**src/rtl/disp_cmd_if.sv**
```systemverilog
// Command-byte / character-buffer bus for disp_cmd_decoder.
//   cmd_valid/cmd_data/cmd_ready : byte stream from the FIFO read stage
//   wr_en/wr_addr/wr_data        : one-cycle writes into the char/attr buffer
//   busy                         : screen clear in progress
//   cursor_addr                  : only when DISP_CMD_CURSOR_OUT_EN is defined
// master = byte source / buffer sink, slave = the decoder.
interface disp_cmd_if #(parameter int ADDR_W = 12) ();
  logic              cmd_valid;
  logic [7:0]        cmd_data;
  logic              cmd_ready;
  logic              wr_en;
  logic [ADDR_W-1:0] wr_addr;
  logic [15:0]       wr_data;
  logic              busy;
`ifdef DISP_CMD_CURSOR_OUT_EN
  logic [ADDR_W-1:0] cursor_addr;
  modport master (output cmd_valid, cmd_data,
                  input  cmd_ready, wr_en, wr_addr, wr_data, busy, cursor_addr);
  modport slave  (input  cmd_valid, cmd_data,
                  output cmd_ready, wr_en, wr_addr, wr_data, busy, cursor_addr);
`else
  modport master (output cmd_valid, cmd_data,
                  input  cmd_ready, wr_en, wr_addr, wr_data, busy);
  modport slave  (input  cmd_valid, cmd_data,
                  output cmd_ready, wr_en, wr_addr, wr_data, busy);
`endif
endinterface

```
**src/rtl/disp_cmd_decoder.sv**
```systemverilog
// Text-terminal command decoder for the VGA character buffer.
// Printable bytes are written at the cursor with the current attribute;
// CR/LF/BS move the cursor; ESC sequences set attribute (ESC A a),
// position (ESC P r c) or clear the screen (ESC C, one cell per cycle).
// Ports:
//   clk  - system clock
//   rst  - synchronous active-high reset
//   bus  - disp_cmd_if.slave (command stream in, buffer writes out, busy)
// Optional: define DISP_CMD_CURSOR_OUT_EN to drive bus.cursor_addr.
module disp_cmd_decoder #(
  parameter int         COLS     = 100,
  parameter int         ROWS     = 37,
  parameter int         ADDR_W   = 12,
  parameter logic [7:0] DEF_ATTR = 8'h07
) (
  input  logic     clk,
  input  logic     rst,
  disp_cmd_if.slave bus
);
  localparam int RW    = (ROWS > 1) ? $clog2(ROWS) : 1;
  localparam int CW    = (COLS > 1) ? $clog2(COLS) : 1;
  localparam int CELLS = COLS * ROWS;
  localparam logic [RW-1:0]     ROW_MAX  = RW'(ROWS - 1);
  localparam logic [CW-1:0]     COL_MAX  = CW'(COLS - 1);
  localparam logic [ADDR_W-1:0] CELL_MAX = ADDR_W'(CELLS - 1);

  typedef enum logic [2:0] {S_NORM, S_ESC, S_ATTR, S_ROW, S_COL, S_CLEAR} state_t;

  state_t            state_q, state_d;
  logic [RW-1:0]     row_q, row_d, rowt_q, rowt_d;
  logic [CW-1:0]     col_q, col_d;
  logic [7:0]        attr_q, attr_d;
  logic [ADDR_W-1:0] clr_q, clr_d;
  logic              ready_q;
  logic              wr_en_q, wr_en_d;
  logic [ADDR_W-1:0] wr_addr_q, wr_addr_d;
  logic [15:0]       wr_data_q, wr_data_d;
  logic              accept;

  function automatic logic [ADDR_W-1:0] cell_addr(logic [RW-1:0] r, logic [CW-1:0] c);
    return ADDR_W'(r) * ADDR_W'(COLS) + ADDR_W'(c);
  endfunction

  // ready_q only marks "out of reset"; the clear state masks it.
  assign bus.cmd_ready = ready_q && (state_q != S_CLEAR);
  assign bus.busy      = (state_q == S_CLEAR);
  assign bus.wr_en     = wr_en_q;
  assign bus.wr_addr   = wr_addr_q;
  assign bus.wr_data   = wr_data_q;
  assign accept        = bus.cmd_valid && bus.cmd_ready;

  always_comb begin
    state_d   = state_q;
    row_d     = row_q;
    col_d     = col_q;
    rowt_d    = rowt_q;
    attr_d    = attr_q;
    clr_d     = clr_q;
    wr_en_d   = 1'b0;
    wr_addr_d = wr_addr_q;
    wr_data_d = wr_data_q;
    unique case (state_q)
      S_NORM: if (accept) begin
        if (bus.cmd_data >= 8'h20 && bus.cmd_data <= 8'h7E) begin
          wr_en_d   = 1'b1;
          wr_addr_d = cell_addr(row_q, col_q);
          wr_data_d = {attr_q, bus.cmd_data};
          if (col_q == COL_MAX) begin
            col_d = '0;
            row_d = (row_q == ROW_MAX) ? '0 : row_q + 1'b1;
          end else begin
            col_d = col_q + 1'b1;
          end
        end else begin
          case (bus.cmd_data)
            8'h0D:   col_d = '0;
            8'h0A:   row_d = (row_q == ROW_MAX) ? '0 : row_q + 1'b1;
            8'h08:   if (col_q != '0) col_d = col_q - 1'b1;
            8'h1B:   state_d = S_ESC;
            default: ;
          endcase
        end
      end
      S_ESC: if (accept) begin
        case (bus.cmd_data)
          8'h41: state_d = S_ATTR;
          8'h50: state_d = S_ROW;
          8'h43: begin
            state_d = S_CLEAR;
            attr_d  = DEF_ATTR;
            clr_d   = '0;
          end
          default: state_d = S_NORM;
        endcase
      end
      S_ATTR: if (accept) begin
        attr_d  = bus.cmd_data;
        state_d = S_NORM;
      end
      S_ROW: if (accept) begin
        rowt_d  = (int'(bus.cmd_data) >= ROWS) ? ROW_MAX : RW'(bus.cmd_data);
        state_d = S_COL;
      end
      S_COL: if (accept) begin
        // row is held back until here so the cursor moves in one step
        row_d   = rowt_q;
        col_d   = (int'(bus.cmd_data) >= COLS) ? COL_MAX : CW'(bus.cmd_data);
        state_d = S_NORM;
      end
      S_CLEAR: begin
        wr_en_d   = 1'b1;
        wr_addr_d = clr_q;
        wr_data_d = {DEF_ATTR, 8'h20};
        if (clr_q == CELL_MAX) begin
          state_d = S_NORM;
          row_d   = '0;
          col_d   = '0;
        end else begin
          clr_d = clr_q + 1'b1;
        end
      end
      default: state_d = S_NORM;
    endcase
  end

  always_ff @(posedge clk) begin
    if (rst) begin
      state_q   <= S_NORM;
      row_q     <= '0;
      col_q     <= '0;
      rowt_q    <= '0;
      attr_q    <= DEF_ATTR;
      clr_q     <= '0;
      ready_q   <= 1'b0;
      wr_en_q   <= 1'b0;
      wr_addr_q <= '0;
      wr_data_q <= '0;
    end else begin
      state_q   <= state_d;
      row_q     <= row_d;
      col_q     <= col_d;
      rowt_q    <= rowt_d;
      attr_q    <= attr_d;
      clr_q     <= clr_d;
      ready_q   <= 1'b1;
      wr_en_q   <= wr_en_d;
      wr_addr_q <= wr_addr_d;
      wr_data_q <= wr_data_d;
    end
  end

`ifdef DISP_CMD_CURSOR_OUT_EN
  // Follows the committed cursor one cycle later; parked at 0 while clearing.
  logic [ADDR_W-1:0] cursor_q;
  always_ff @(posedge clk) begin
    if (rst || state_q == S_CLEAR) cursor_q <= '0;
    else                           cursor_q <= cell_addr(row_q, col_q);
  end
  assign bus.cursor_addr = cursor_q;
`endif
endmodule

```
**src/flat_wrapper.sv**
```systemverilog
// flat-port wrapper written by rule: the top's interface ports become plain ports
module disp_cmd_decoder_flat 
#(
  parameter int         COLS     = 100,
  parameter int         ROWS     = 37,
  parameter int         ADDR_W   = 12,
  parameter logic [7:0] DEF_ATTR = 8'h07
)
  (clk, rst, bus_cmd_valid, bus_cmd_data, bus_cmd_ready, bus_wr_en, bus_wr_addr, bus_wr_data, bus_busy);
  disp_cmd_if #(.ADDR_W(ADDR_W)) bus_i ();
  input  logic clk;
  input  logic rst;
  input wire logic [$bits(bus_i.cmd_valid)-1:0] bus_cmd_valid;
  input wire logic [$bits(bus_i.cmd_data)-1:0] bus_cmd_data;
  output wire logic [$bits(bus_i.cmd_ready)-1:0] bus_cmd_ready;
  output wire logic [$bits(bus_i.wr_en)-1:0] bus_wr_en;
  output wire logic [$bits(bus_i.wr_addr)-1:0] bus_wr_addr;
  output wire logic [$bits(bus_i.wr_data)-1:0] bus_wr_data;
  output wire logic [$bits(bus_i.busy)-1:0] bus_busy;
  assign bus_i.cmd_valid = bus_cmd_valid;
  assign bus_i.cmd_data = bus_cmd_data;
  assign bus_cmd_ready = bus_i.cmd_ready;
  assign bus_wr_en = bus_i.wr_en;
  assign bus_wr_addr = bus_i.wr_addr;
  assign bus_wr_data = bus_i.wr_data;
  assign bus_busy = bus_i.busy;
  disp_cmd_decoder #(.COLS(COLS), .ROWS(ROWS), .ADDR_W(ADDR_W), .DEF_ATTR(DEF_ATTR)) u_core (.clk(clk), .rst(rst), .bus(bus_i));
endmodule
```
**config.mk**
```make
export PLATFORM = sky130hd
export DESIGN_NAME = disp_cmd_decoder_flat
export DESIGN_NICKNAME = d
export VERILOG_FILES = /design/src/rtl/disp_cmd_if.sv /design/src/rtl/disp_cmd_decoder.sv /design/src/flat_wrapper.sv
export SDC_FILE = /design/constraint.sdc
export NUM_CORES = 1
export LEC_CHECK = 0
export CELL_PAD_IN_SITES_DETAIL_PLACEMENT = 2
export CELL_PAD_IN_SITES_GLOBAL_PLACEMENT = 2
export CORE_MARGIN = 8
export CORE_UTILIZATION = 37
export DETAILED_ROUTE_END_ITERATION = 10
export GPL_TIMING_DRIVEN = 1
export MAX_ROUTING_LAYER = met4
export PLACE_DENSITY = 0.91
export SYNTH_ARGS = -nofsm -noshare
export SYNTH_HDL_FRONTEND = slang
export SYNTH_SLANG_ARGS = --single-unit
```
**constraint.sdc**
```tcl
create_clock -name clk -period 4.3 [get_ports clk]
set_input_delay 1.075 -clock clk [delete_from_list [all_inputs] [get_ports clk]]
set_output_delay 1.075 -clock clk [all_outputs]
set_load 0.005 [all_outputs]
```
==> out/results.ini, run 1 <==
[pwr]
power_density_nw_per_um2 = 309
ir_drop_mv = 0.186
p_leak_nw = 2.02

[route]
viasPerCell = 6.10
num_vias = 4328
wirelength_mm = 16.9
routedWlPerCell_um = 23.8
initialDrtViolationCount = 249
drtPass1Iterations = 4
ant_nets = 0
drcViolationCount = 0

[yosys]
syn_nets = 573
yosysTopAreaCell = dfxtp_1
synth_edf_count = 0
ys_warn_count = 0
synth_area_leaders = dfxtp_1 (34%), ha_1 (9.7%), nor2_1 (6.5%), nand3_1 (3.5%), xor2_1 (3.5%)
synth.ff_latch_count = 72
synth.distinct_cells = 63
syn-cell-area_um2 = 4260
synth.avg_cell_area_um2 = 8.09
synth_ff_type = dfxtp_1
synthArstFlopShare_pct = 0
yosysSeqAreaShare_pct = 33.8
synthCells = 527
synth_top_area_share_pct = 33.8

[timing]
tns_ns = 0
finalCritPeriodShare_pct = 84.7
slew_violations = 0
relSlewSlack_pct = 37.3
setup_viol = 0
worstMarginPinSlew_ns = 0.935
rsz0062_at_grt = no
finalHoldViolCount = 0
fin_skew_ns = 0.0112
timing.hold.ws_ns = 0.461
finalCriticalPeriod_ns = 3.64
max_freq_mhz = 275

[cells_and_area]
stdcell_count = 710
fillCellCount = 1250
diodes = 0
synthToLayoutAreaGrowth_pct = 20.9
nNetsFinal = 609
final_layout_size_suffix_gt1_share_pct = 7.94
postLayoutCoreUtil_pct = 45.5

[run_status]
status = finished, final reports clean

[cts]
postCtsHoldBufs = 0
cts_root_buffer = clkbuf_16
cts_tree = done
cts_buffer_depth = 2
post_cts_resized = 0
clk_latency_ns = 0.34
postCtsSetupBuffers = 0
cts_max_level = 3
clkTransAtPathRegs_ns = 0.06
clock_sinks = 72
cts_buffers = 9

[worst_hold_path]
min_path_type = reg -> reg

[floorplan]
core-area_um2 = 11300
ios = 42
initial_core_util_pct = 37.7
fp.dieH_um = 123
die_area_um2 = 15200
rows = 39
die_w_um = 123

[global_route]
antenna_found_initial = 0
grt_max_degree = 34
grt_pass1_wl_mm = 27.3
overflow = 0
grt_pass1_vias = 4898
grt_usage_pct = 23.9

[setup_path]
cp-end-kind = primary output
worstPathArrival_ns = 2.57
cp_max_fo = 21
critPathLaunchType = flip-flop
worstPathRequired_ns = 3.22
crit_type = reg -> out

[place]
place_hpwl_mm = 11.5
place.port_buffers = 41
gp_congestion = 0.848
dp.cells = 695

[run]
max_cap_viol_count = 0

routing by layer:
layer  routed length [um]  vias to the layer above  track usage (%)
li1                     -                     1986                -
met1                 7140                     2185             26.2
met2                 8650                      111             42.1
met3                  528                       46             3.47
met4                  555                        0             10.5
met5                    0                        -                -
cell families (layout without fill, tap and decap cells):
family                   count (synthesis)  in the layout  share of synthesized area, %
AND/OR/NAND/NOR                        217            217                          25.0
AO/OA/AOI/OAI                          123            123                          20.0
XOR/XNOR                                27             27                          5.55
adder cells (fa/ha/maj)                 35             35                          10.6
multiplexers                             1              1                         0.235
flip-flops                              72             72                          33.8
buffers and inverters                   52             92                          4.78
worst paths after layout:
| check | startpoint | to | slack (ns) | cells past startpoint |
|---|---|---|---|---|
| worst max register to register | u_core.row_q[3] | u_core.bus.wr_addr[10] | 0.87 | 12 |
| worst min-delay path | u_core.attr_q[7] | u_core.bus.wr_data[15] | 0.46 | 2 |
| worst min register to register | u_core.attr_q[7] | u_core.bus.wr_data[15] | 0.46 | 2 |
| worst max-delay path | u_core.state_q[0] | bus_busy | 0.66 | 5 |
worst max-delay path, cell delays in order, from the launching register on:
cell             delay (ns)
dfxtp_1                0.58
nor2b_1                0.31
nand2_1                0.24
buf_4                  0.31
inv_2                  0.22
clkdlybuf4s50_1        0.56
flip-flops by register name, indices dropped and copies added, names as in the netlist, 3 cells and up:
register,cells
u_core.bus.wr_addr,12
u_core.state_q,3
u_core.clr_q,12
u_core.attr_q,8
u_core.col_q,7
u_core.bus.wr_data,16
u_core.rowt_q,6
u_core.row_q,6
per-stage QoR:
| step | area, um2 | total power, mW | setup slack (ns) |
|---|---|---|---|
| detailed placement | 4860 | 0.830 | 0.362 |
| global route | 5150 | 1.63 | 0.466 |
| global placement | 4860 | 0.824 | 0.673 |
| CTS | 5150 | 1.60 | 0.659 |
| finish | 5150 | 1.59 | 0.658 |
| floorplan | 4260 | 0.768 | 1.35 |
Yosys cell counts (2+ instances only):
cell type and number:
nor2_1 74, dfxtp_1 72, nand2_1 36, clkbuf_1 34, ha_1 33, nand3_1 30
a21oi_1 29, nor3_1 19, xor2_1 17, inv_1 15, o21ai_0 12, a211oi_1 11
a22oi_1 10, xnor2_1 10, a2111oi_0 9, a31oi_1 9, and3_1 8, nand4_1 8
nor2b_1 8, o22ai_1 7, nand2b_1 6, or3_1 5, a311oi_1 4, o21bai_1 4
a21o_1 3, a32oi_1 3, nand4b_1 3, nor4_1 3, o211ai_1 3, a221oi_1 2
and2_1 2, and4_1 2, fa_1 2, nor4b_1 2, o21a_1 2, o311ai_0 2
o31ai_1 2
where the power goes:
part           internal (mW)  switching [mW]
sequential             0.678          0.0120
combinational         0.0521          0.0811
clock                  0.462           0.309
cell type report:
class | instances | area [um2] | share of cell area (%)
Multi-Input combinational cell | 403 | 2620 | 50.9
Tap cell | 143 | 179 | 3.47
Clock inverter | 5 | 57.6 | 1.12
Sequential cell | 72 | 1440 | 28.0
Inverter | 16 | 60.1 | 1.17
Timing Repair Buffer | 61 | 556 | 10.8
Clock buffer | 10 | 239 | 4.64
layout by cell type, fill, tap and decap left out, types with 3 or more instances in the layout:
| cell | Yosys | routed |
|---|---|---|
| nor2_1 | 74 | 74 |
| dfxtp_1 | 72 | 72 |
| clkdlybuf4s50_1 | 0 | 40 |
| nand2_1 | 36 | 36 |
| ha_1 | 33 | 33 |
| nand3_1 | 30 | 30 |
| a21oi_1 | 29 | 29 |
| buf_4 | 0 | 20 |
| nor3_1 | 19 | 18 |
| xor2_1 | 17 | 17 |
| inv_1 | 15 | 15 |
| o21ai_0 | 12 | 12 |
| a211oi_1 | 11 | 11 |
| a22oi_1 | 10 | 10 |
| xnor2_1 | 10 | 10 |
| a31oi_1 | 9 | 9 |
| a2111oi_0 | 9 | 9 |
| clkbuf_16 | 0 | 9 |
| nor2b_1 | 8 | 8 |
| and3_1 | 8 | 8 |
| nand4_1 | 8 | 8 |
| o22ai_1 | 7 | 7 |
| nand2b_1 | 6 | 6 |
| or3_1 | 5 | 5 |
| o21bai_1 | 4 | 4 |
| a311oi_1 | 4 | 4 |
| nor4_1 | 3 | 3 |
| o211ai_1 | 3 | 3 |
| nand4b_1 | 3 | 3 |
| a32oi_1 | 3 | 3 |
| a21o_1 | 3 | 3 |
No activity file was read; power rests on OpenSTA's default activity.
==> run 2: changes to the inputs <==
--- a/config.mk
+++ b/config.mk
@@ -8,11 +8,11 @@
 export CELL_PAD_IN_SITES_DETAIL_PLACEMENT = 2
 export CELL_PAD_IN_SITES_GLOBAL_PLACEMENT = 2
 export CORE_MARGIN = 8
-export CORE_UTILIZATION = 37
+export CORE_UTILIZATION = 34
 export DETAILED_ROUTE_END_ITERATION = 10
 export GPL_TIMING_DRIVEN = 1
 export MAX_ROUTING_LAYER = met4
-export PLACE_DENSITY = 0.91
+export PLACE_DENSITY = 0.85
 export SYNTH_ARGS = -nofsm -noshare
 export SYNTH_HDL_FRONTEND = slang
 export SYNTH_SLANG_ARGS = --single-unit
==> constraint.sdc (replaced) <==
create_clock -name clk -period 3.6 [get_ports clk]
set_input_delay 0.9 -clock clk [delete_from_list [all_inputs] [get_ports clk]]
set_output_delay 0.9 -clock clk [all_outputs]
set_load 0.005 [all_outputs]
==> out/results.ini, run 2 (same netlist as run 1, synthesis figures left out) <==
[place]
gp_congestion = 0.835
place_hpwl_mm = 11.7
pre_cts_slack_ns = 0.203
place.port_buffers = 41

[setup_path]
crit_type = reg -> reg
cp_max_fo = 6
worstPathArrival_ns = 3.51
worstPathRequired_ns = 3.82
critPathLaunchType = flip-flop
cp-end-kind = flip-flop

[cts]
cts_buffers = 9
cts_buffer_depth = 2
clock_sinks = 72
cts_tree = done
postCtsSetupBuffers = 0
cts_root_buffer = clkbuf_16
clk_latency_ns = 0.34
clkTransAtPathRegs_ns = 0.06
cts_max_level = 3
post_cts_resized = 0
postCtsHoldBufs = 0

[timing]
rsz0062_at_grt = no
setup_viol = 0
finalCriticalPeriod_ns = 3.29
fin_skew_ns = 0.00976
worstMarginPinSlew_ns = 0.917
relSlewSlack_pct = 38.6
tns_ns = 0
slew_violations = 0
max_freq_mhz = 304
layout_setup_ws_ns = 0.313
finalCritPeriodShare_pct = 91.3
finalHoldViolCount = 0

[cells_and_area]
final_common_cell = nor2_1
final_cell_mix = nor2_1 (74), dfxtp_1 (72), clkdlybuf4s50_1 (40)
nNetsFinal = 619
final_layout_size_suffix_gt1_share_pct = 9.52
synthToLayoutAreaGrowth_pct = 23.5
largest_reg_flops = 16
diodes = 0
fillCellCount = 1392

[floorplan]
fp.dieH_um = 128
die_w_um = 128
die_area_um2 = 16400
core-area_um2 = 12400
ios = 42
rows = 41
initial_core_util_pct = 34.3

[pwr]
p_total_mw = 1.90
power_density_nw_per_um2 = 360
p_leak_nw = 2.06
ir_drop_mv = 0.281

[route]
num_vias = 4265
drtPass1Iterations = 5
dr_wl_met3_um = 498
dr_wl_met2_mm = 8.59
initialDrtViolationCount = 180
viasPerCell = 5.69
routedWlPerCell_um = 22.2
met1_length_mm = 7.27
ant_nets = 0
drcViolationCount = 0
wirelength_mm = 16.7
top_layer = met4

[global_route]
grt_pass1_vias = 4844
grt_pass1_wl_mm = 27.0
antenna_found_initial = 0
overflow = 0
grt_max_degree = 25
grt_usage_pct = 21.6

[worst_hold_path]
min_path_type = reg -> reg

[run_status]
status = finished, final reports clean

[run]
max_cap_viol_count = 0

-- run 2: cell types whose count changed in the layout (fill, tap and decap cells not counted) --
cell	change
clkbuf_1	+1
clkinv_2	-1
buf_4	+10
clkbuf_8	-1
clkinv_4	-1
inv_6	+1
clkinvlp_4	+2
-- run 2: worst max-delay path, stage by stage, from the launching register on --
cell       delay, ns
dfxtp_1         0.46
inv_1           0.08
ha_1            0.29
inv_1           0.04
ha_1            0.28
ha_1            0.31
ha_1            0.25
a211oi_1        0.31
nor2_1          0.10
xor2_1          0.27
o2111ai_1       0.21
xnor2_1         0.18
a2111oi_0       0.40
-- run 2: path summary, 6_finish.rpt --
check,startpoint,endpoint,slack [ns],cells past startpoint
worst max-delay path,u_core.row_q[3],u_core.bus.wr_addr[10],0.31,12
worst min-delay path,u_core.attr_q[4],u_core.bus.wr_data[12],0.47,2
worst min register to register,u_core.attr_q[4],u_core.bus.wr_data[12],0.47,2
worst max register to register,u_core.row_q[3],u_core.bus.wr_addr[10],0.31,12
-- run 2: report_power, final --
part | total [mW] | switching [mW] | internal, mW
combinational | 0.163 | 0.0966 | 0.0666
clock | 0.908 | 0.369 | 0.539
sequential | 0.825 | 0.0153 | 0.810
-- run 2: metrics by stage --
step | util (%) | cell area, um2 | cells | hold slack [ns]
after global routing | 42.4 | 5270 | 750 | 0.489
final | 42.4 | 5270 | 750 | 0.470
after detailed placement | 40.0 | 4970 | 734 | 0.454
after floorplan | - | 4260 | 527 | 0.427
after global placement | 40.0 | 4970 | 734 | 0.446
after CTS | 42.4 | 5270 | 750 | 0.472
-- run 2: per-layer routing --
metal / global-route usage [%] / vias to the layer above
li1: - / 2000
met1: 24.4 / 2163
met2: 37.8 / 77
met3: 3.87 / 25
met4: 7.41 / 0
met5: - / -
-- run 2: cell type report --
cell class	count	area [um2]	share of cell area [%]
clock inverter	6	67.6	1.28
tap	172	215	4.09
clock buffer	10	229	4.35
timing repair buffer	71	631	12.0
multi-input combinational	403	2620	49.8
inverter	16	60.1	1.14
sequential	72	1440	27.4
==> run 3: changes to the inputs <==
--- a/config.mk
+++ b/config.mk
@@ -7,8 +7,9 @@
 export LEC_CHECK = 0
 export CELL_PAD_IN_SITES_DETAIL_PLACEMENT = 2
 export CELL_PAD_IN_SITES_GLOBAL_PLACEMENT = 2
-export CORE_MARGIN = 8
+export CORE_MARGIN = 4
 export CORE_UTILIZATION = 34
+export CTS_CLUSTER_DIAMETER = 150
 export DETAILED_ROUTE_END_ITERATION = 10
 export GPL_TIMING_DRIVEN = 1
 export MAX_ROUTING_LAYER = met4
==> out/results.ini, run 3 (same netlist as run 1, synthesis figures left out) <==
[run_status]
status = finished, final reports clean

[pwr]
p_total_mw = 1.96
power_frac_seq_pct = 42.2
p_clk_share_pct = 49.6
power_density_nw_per_um2 = 372
p_comb_share_pct = 8.2
p_int_mw = 1.48
power.share.switching_pct = 24.3
p_leak_nw = 2.06
p_switching_mw = 0.475
ir_drop_mv = 0.198

[timing]
max_freq_mhz = 306
finalHoldViolCount = 0
setup_viol = 0
tns_ns = 0
fin_skew_ns = 0.00527
layout_setup_ws_ns = 0.330
slew_violations = 0
finalCritPeriodShare_pct = 90.8
worstMarginPinSlew_ns = 0.885
rsz0062_at_grt = no
relSlewSlack_pct = 40.8
finalCriticalPeriod_ns = 3.27

[run]
max_cap_viol_count = 0

[global_route]
overflow = 0
grt_pass1_wl_mm = 26.7
busiest_layer = met2
grtUsageMet1_pct = 27.9
grt_pass1_vias = 4850
use_met3_pct = 3.68
grt_use_met2_pct = 41.5
grt_usage_pct = 24.0
grt_max_degree = 57
antenna_found_initial = 0

[floorplan]
core-area_um2 = 12200
initial_core_util_pct = 35.1
fp.dieH_um = 120
ios = 42
rows = 40
die_w_um = 120
die_area_um2 = 14400

[cells_and_area]
fillCellCount = 1345
final_cell_mix = nor2_1 (74), dfxtp_1 (72), clkdlybuf4s50_1 (40)
diodes = 0
final_common_cell = nor2_1
ff_latch_area_um2 = 1440
synthToLayoutAreaGrowth_pct = 23.3
final_layout_size_suffix_gt1_share_pct = 9.06
multi_input_area_um2 = 2630
nNetsFinal = 616
largest_reg_flops = 16

[place]
place.port_buffers = 41
place_hpwl_mm = 10.8
pre_cts_slack_ns = 0.220
gp_congestion = 0.847

[setup_path]
crit_type = reg -> out
regToRegSetupSlack_ns = 0.33
startpoint = u_core.state_q[1]
cp.depth = 4
critPathLaunchType = flip-flop
crit_end = bus_cmd_ready
worstPathArrival_ns = 2.37
crit_path_top_delay_cell = dfxtp_1
crit_buf_inv = 1
reg2reg_to = u_core.bus.wr_addr[11]
crit_path_max_incr_delay_ns = 0.56
cp-end-kind = primary output
path_cells = nor2b_1, nand2_1, and2_1, clkdlybuf4s50_1
worstPathRequired_ns = 2.70
cpLargestDelayFamily = simple AND/OR/NAND/NOR gates
r2r_start = u_core.row_q[0]
reg2reg_depth = 11
cp_max_fo = 17

[cts]
cts_buffer_depth = 2
postCtsSetupBuffers = 0
clk_latency_ns = 0.34
clkTransAtPathRegs_ns = 0.06
cts_tree = done
cts_buffers = 9
cts_root_buffer = clkbuf_16
cts_max_level = 3
clock_sinks = 72

[route]
drcViolationCount = 0
ant_nets = 0
drtPass1Iterations = 4
wirelength_mm = 16.3
routedWlPerCell_um = 21.9
viasPerCell = 5.78
initialDrtViolationCount = 237
num_vias = 4292

[worst_hold_path]
min_path_type = reg -> reg

-- run 3: changes by cell type in the layout (fill, tap and decap cells not counted) --
| cell | previous run | this run |
|---|---|---|
| bufinv_16 | 1 | 2 |
| buf_4 | 30 | 27 |
| a211oi_1 | 11 | 10 |
| a211oi_2 | 0 | 1 |
| clkinv_4 | 1 | 0 |
| clkinvlp_4 | 2 | 1 |
-- run 3: what timing repair did --
item	CTS	global route
setup endpoints to repair	0	1
hold buffers	0	0
gates resized for setup	0	1
-- run 3: power by group through the flow --
stage | logic, mW | registers [mW] | clock network [mW]
floorplan | 0.0811 | 0.836 | 0
global placement | 0.148 | 0.840 | 0
detailed placement | 0.155 | 0.842 | 0
CTS | 0.160 | 0.824 | 0.984
global route | 0.175 | 0.826 | 1.02
finish | 0.161 | 0.824 | 0.970
-- run 3: routing by layer --
layer  routed length (um)  part of all wire, %  vias up
met1                 7090                   44     2159
met4                  533                  3.3        0
met3                  429                  2.6       42
li1                     -                    -     1993
met2                 8220                   51       98
met5                    0                    0        -
-- run 3: worst reg2reg max path, stage by stage (launching register included) --
cell     delay, ns
dfxtp_1       0.52
inv_1         0.12
ha_1          0.36
ha_1          0.29
ha_1          0.24
fa_1          0.41
a21o_1        0.21
a21oi_1       0.18
xor2_1        0.12
nor4b_1       0.36
xnor2_1       0.13
o41ai_1       0.22
-- run 3: through the flow --
stage	util [%]	hold WS, ns	cells	area, um2
floorplan	-	0.427	527	4260
global placement	40.6	0.444	727	4940
detailed placement	40.6	0.453	727	4940
CTS	43.2	0.465	742	5250
global route	43.2	0.484	742	5260
finish	43.2	0.462	742	5260
-- run 3: cell type report --
type | count | area share, %
clock buffers | 10 | 4.36
clock inverters | 5 | 1.55
inverters | 16 | 1.14
multi-input cells | 403 | 50.0
flip-flops and latches | 72 | 27.4
well taps | 168 | 4.00
repair buffers | 68 | 11.6
-- run 3: worst min path at each step --
stage | from | to | slack (ns) | depth (start not counted)
floorplan | u_core.attr_q[3] | u_core.bus.wr_data[11] | 0.43 | 2
global placement | u_core.attr_q[6] | u_core.bus.wr_data[14] | 0.44 | 2
detailed placement | u_core.attr_q[6] | u_core.bus.wr_data[14] | 0.45 | 2
CTS | u_core.attr_q[6] | u_core.bus.wr_data[14] | 0.47 | 2
global route | u_core.attr_q[7] | u_core.bus.wr_data[15] | 0.48 | 2
finish | u_core.attr_q[6] | u_core.bus.wr_data[14] | 0.46 | 2
